## src/rtl/ctrl_fetch.sv

```systemverilog
// ctrl_fetch: PC sequencer that fetches from an async-read instruction memory into a registered valid/ready output slot.
// Latency: enable high at edge 1 moves to RUN, first fetch registered at edge 2; then one fetch per cycle; redirect costs one bubble.
// Backpressure: out_ready low with a held fetch freezes pc and the output slot; out_ready has no combinational path to any output.
// Optional: define CTRL_FETCH_FAULT_EN to trap misaligned or out-of-range PCs into the FAULT state.
module ctrl_fetch #(
    parameter int unsigned DEPTH_W  = 5,
    parameter logic [31:0] RESET_PC = 32'h0000_0000
) (
    input  logic               clk,
    input  logic               rst_n,
    input  logic               en,
    output logic [DEPTH_W-1:0] im_addr,
    input  logic [31:0]        im_rd,
    input  logic               redirect_valid,
    input  logic [31:0]        redirect_pc,
    output logic               out_valid,
    input  logic               out_ready,
    output logic [31:0]        out_instr,
    output logic [31:0]        out_pc,
    output logic               fault,
    output logic [31:0]        fetch_cnt
);

    localparam logic [1:0] ST_IDLE  = 2'd0;
    localparam logic [1:0] ST_RUN   = 2'd1;
    localparam logic [1:0] ST_FAULT = 2'd2;

    logic [1:0]  state_q, state_d;
    logic [31:0] pc_q, pc_d;
    logic        out_valid_q, out_valid_d;
    logic [31:0] out_instr_q, out_instr_d;
    logic [31:0] out_pc_q, out_pc_d;
    logic        fault_q, fault_d;
    logic [31:0] fetch_cnt_q, fetch_cnt_d;

    logic handshake;
    logic slot_free;
    logic pc_bad;

    assign handshake = out_valid_q && out_ready;
    assign slot_free = !out_valid_q || out_ready;

`ifdef CTRL_FETCH_FAULT_EN
    // A PC is fetchable only if word aligned and inside the memory window.
    assign pc_bad = (pc_q[1:0] != 2'b00) || (pc_q[31:DEPTH_W+2] != '0);
`else
    // Without fault checking every PC is fetched; high bits simply wrap through im_addr.
    assign pc_bad = 1'b0;
`endif

    // Memory word address comes straight from the PC register; byte offset and high bits dropped.
    assign im_addr   = pc_q[DEPTH_W+1:2];
    assign out_valid = out_valid_q;
    assign out_instr = out_instr_q;
    assign out_pc    = out_pc_q;
    assign fault     = fault_q;
    assign fetch_cnt = fetch_cnt_q;

    // Next-state: redirect wins over everything, otherwise the FSM decides whether to load the slot.
    always_comb begin
        state_d     = state_q;
        pc_d        = pc_q;
        out_valid_d = out_valid_q && !handshake;
        out_instr_d = out_instr_q;
        out_pc_d    = out_pc_q;
        fault_d     = fault_q;
        fetch_cnt_d = fetch_cnt_q + {31'd0, handshake};

        if (redirect_valid) begin
            // Drop whatever is held; the transfer completing this edge is still counted above.
            pc_d        = redirect_pc;
            out_valid_d = 1'b0;
            if (state_q == ST_FAULT) begin
                state_d = ST_RUN;
                fault_d = 1'b0;
            end
        end else begin
            case (state_q)
                ST_IDLE: begin
                    if (en) begin
                        state_d = ST_RUN;
                    end
                end
                ST_RUN: begin
                    if (!en) begin
                        state_d = ST_IDLE;
                    end else if (slot_free) begin
                        if (pc_bad) begin
                            state_d = ST_FAULT;
                            fault_d = 1'b1;
                        end else begin
                            out_instr_d = im_rd;
                            out_pc_d    = pc_q;
                            out_valid_d = 1'b1;
                            pc_d        = pc_q + 32'd4;
                        end
                    end
                end
                ST_FAULT: begin
                    // Parked until a redirect or reset; a held fetch can still drain.
                end
                default: begin
                    state_d = ST_IDLE;
                end
            endcase
        end
    end

    // State and output registers; reset discards any pending fetch immediately.
    always_ff @(posedge clk or negedge rst_n) begin
        if (!rst_n) begin
            state_q     <= ST_IDLE;
            pc_q        <= RESET_PC;
            out_valid_q <= 1'b0;
            out_instr_q <= 32'd0;
            out_pc_q    <= 32'd0;
            fault_q     <= 1'b0;
            fetch_cnt_q <= 32'd0;
        end else begin
            state_q     <= state_d;
            pc_q        <= pc_d;
            out_valid_q <= out_valid_d;
            out_instr_q <= out_instr_d;
            out_pc_q    <= out_pc_d;
            fault_q     <= fault_d;
            fetch_cnt_q <= fetch_cnt_d;
        end
    end

endmodule

```

## config.mk

```make
export PLATFORM = sky130hd
export DESIGN_NAME = ctrl_fetch
export DESIGN_NICKNAME = d
export VERILOG_FILES = /design/src/rtl/ctrl_fetch.sv
export SDC_FILE = /design/constraint.sdc
export NUM_CORES = 1
export LEC_CHECK = 0
export ABC_AREA = 1
export CORE_UTILIZATION = 44
export DETAILED_ROUTE_END_ITERATION = 12
export PLACE_DENSITY_LB_ADDON = 0.3
export SLEW_MARGIN = 20
export SYNTH_ARGS = -nofsm -noshare
export SYNTH_HDL_FRONTEND = slang
export SYNTH_SLANG_ARGS = --single-unit
export TNS_END_PERCENT = 100
```

## constraint.sdc

```tcl
create_clock -name clk -period 2 [get_ports clk]
set_clock_uncertainty 0.2 [all_clocks]
set_input_delay 0.3 -clock clk [delete_from_list [all_inputs] [get_ports clk]]
set_output_delay 0.3 -clock clk [all_outputs]
set_load 0.02 [all_outputs]
```

==> metrics.cfg <==
[critical_path]
critPathSlowestCell = clkdlybuf4s50_1
max_stage_delay_ns = 0.63
crit_path_end_kind = output pin
cp_num_buf_inv = 1
arrival_ns = 1.46
crit_path_start_kind = flop
cp.required_ns = 1.50
cp_max_fo = 4
worstSetupPathType = flop to output pin
cp_cell_sequence = clkdlybuf4s50_1
path_delay_family = buffers and inverters

[cells_and_area]
diodes = 0
drive_gt1_share_pct = 10.7
postLayoutCoreUtil_pct = 65.7
nFillCells = 1204
design_area_sq_um = 9260
nets = 1083
syn_to_final_growth_pct = 43.7

[yosys]
synthMuxAreaShare_pct = 0
synth_top_family_by_area = simple AND/OR/NAND/NOR gates
synth_nets = 881
synthXorXnorAreaFrac_pct = 4.48
yosysWarnings = 0
synth_simple_gate_area_share_pct = 32.1
seq_area_frac_synth_pct = 50.5
synth_cell_types = 35
ys_ff_latch = 130
syn_area_sq_um = 6440
syn_avg_cell_area_sq_um = 7.98
synth_compound_area_share_pct = 5.71
synth-adder-area-share_pct = 0.777
synthCells = 808

[drt]
num_vias = 5924
viasPerCell = 4.92
wl_per_cell_um = 14.2
routed_wl_um = 17100
drc = 0
drtAntennaViolNets = 0
dr.pass1.iters = 5
drt_iter0_markers = 424

[timing]
max_freq_ghz = 0.510
finalSetupTns_ns = 0
worst_slew_pin_slew_ns = 0.557
maxSlewViolCount = 0
worst_slack_ns = 0.0383
hold_viol_final = 0
finalSetupViolations = 0
rsz0062_at_grt = false
period_minus_slack_ns = 1.96
fin_crit_sh_pct = 98.1
relSlewSlack_pct = 62.8

[power_and_ir_drop]
leakagePower_uw = 0.00455
finalPower_uw = 8810
ir_worst_vdd_v = 0.000575
power_density_nw_per_um2 = 951

[clocking]
h-tree-depth = 4
postCtsSetupBuffers = 0
clock-sinks = 130
cts-buffers-inserted = 17
cts.clk_slew.worst_paths_ns = 0.06
clock_path_buffers = 2
root_buffer = clkbuf_16
clkLatencyLatePin_ns = 0.42
cts_tree = yes

[global_routing]
grt_first_pass_wirelength_um = 27700
grt_antenna_before_repair = 0
grt_remaining_overflow = 0
grt_usage_pct = 23.9
grt_pass1_vias = 5612
grt_max_degree = 54

[floorplanning]
die_area_sq_um = 15100
core_sq_um = 14100
rows = 43
die_x_um = 123
pin_count = 172
start_util_pct = 45.7
die_y_um = 123

[placed_design]
dp_slack_ns = -0.296
place_area_sq_um = 8590
io_buffers = 170
place_hpwl_um = 12600
globalplace.congestion = 0.987

[outcome]
status = finished, final reports clean

[worst_hold_path]
min_path_type = primary input to asynchronous set/reset pin

[job]
drv_cap = 0

what timing repair did:
item,CTS,global route
gates resized for setup,19,16
hold endpoints to repair,50,0
endpoints found under the setup margin,18,20
hold buffers,1,0
where the power goes:
part	total [uW]	internal (uW)	switching (uW)	leakage, uW
Combinational	2110	996	1120	0.00264
Sequential	3380	3050	324	0.00161
Clock	3320	2150	1170	0.000301
cells in the final DEF, fill, tap and decap left out, types with 6 or more instances in the layout:
| cell type | n |
|---|---|
| nor2_4 | 9 |
| xor2_1 | 25 |
| dlygate4sd2_1 | 18 |
| nor3_1 | 12 |
| nand2_1 | 296 |
| nor2_1 | 80 |
| dlymetal6s2s_1 | 13 |
| dfrtp_1 | 128 |
| nand2_2 | 7 |
| inv_1 | 64 |
| o21ai_0 | 27 |
| clkdlybuf4s50_1 | 138 |
| nand4_1 | 12 |
| buf_12 | 6 |
| nand3_1 | 44 |
| clkbuf_16 | 17 |
| a21oi_1 | 11 |
| xnor2_1 | 8 |
| buf_4 | 35 |
| nor2_2 | 9 |
| o21ai_1 | 13 |
| o211ai_1 | 6 |
logic make-up after synthesis:
family                   after synthesis
adder cells (fa/ha/maj)                4
other                                  1
XOR/XNOR                              33
flip-flops                           130
AO/OA/AOI/OAI                         65
AND/OR/NAND/NOR                      480
buffers and inverters                 95
sequential cells by signal (all words and copies together) (netlist names):
signal	cells
fetch_cnt	32
out_instr	32
out_valid	1
out_pc	32
pc_q	32
state_q	1
layer usage:
metal / vias to the layer above / wire length (um) / share of wire [%] / track usage (%)
li1: 2945 / - / - / -
met1: 2720 / 7900 / 46 / 32.9
met2: 227 / 7650 / 45 / 36.8
met3: 32 / 1210 / 7.0 / 4.94
met4: 0 / 343 / 2.0 / 9.94
met5: - / 0 / 0 / 0
path summary, 6_finish.rpt:
kind,from,endpoint,slack (ns),depth (start not counted)
setup / recovery,fetch_cnt[4],fetch_cnt[4],0.04,1
max in group asynchronous,rst_n,fetch_cnt[2],0.74,3
setup reg to reg,out_valid,pc_q[5],0.15,8
min in group clk,im_rd[16],out_instr[16],0.21,3
hold reg to reg,fetch_cnt[31],fetch_cnt[31],0.27,1
hold / removal,rst_n,out_pc[1],0.21,2
final cells by class:
type | instances | area (sq um) | share of cell area, %
Sequential cell | 130 | 3260 | 35.2
Multi-Input combinational cell | 583 | 2790 | 30.1
Timing Repair Buffer | 212 | 2110 | 22.7
Clock buffer | 19 | 453 | 4.89
Inverter | 66 | 248 | 2.68
Tap cell | 180 | 225 | 2.43
Clock inverter | 13 | 183 | 1.97
Yosys cell counts (all sizes together):
cell type,instances,share of area (%)
and3,1,0.097
nor3,14,1.2
o21ai,40,3.1
inv,66,3.8
xor2,25,3.4
ha,4,0.78
buf,24,2.3
nand3,46,4.0
nand4,12,1.2
xnor2,8,1.1
nor2,98,7.0
o21bai,3,0.35
a21oi,12,1.1
a211oi,1,0.12
nor3b,1,0.12
nand3b,4,0.47
dfrtp,130,50
o21a,1,0.12
a21boi,1,0.12
conb,1,0.058
a31oi,1,0.097
o211ai,6,0.70
clkbuf,5,0.29
nand2,304,18
per-stage QoR:
stage / hold WS [ns] / std cells
2_1_floorplan: -0.196 / 808
4_1_cts: 0.194 / 1203
5_1_grt: 0.212 / 1203
6_report: 0.211 / 1203
3_5_place_dp: 0.0967 / 1170
3_3_place_gp: 0.0968 / 1170
Note: power is estimated with default switching activity, not from simulation.
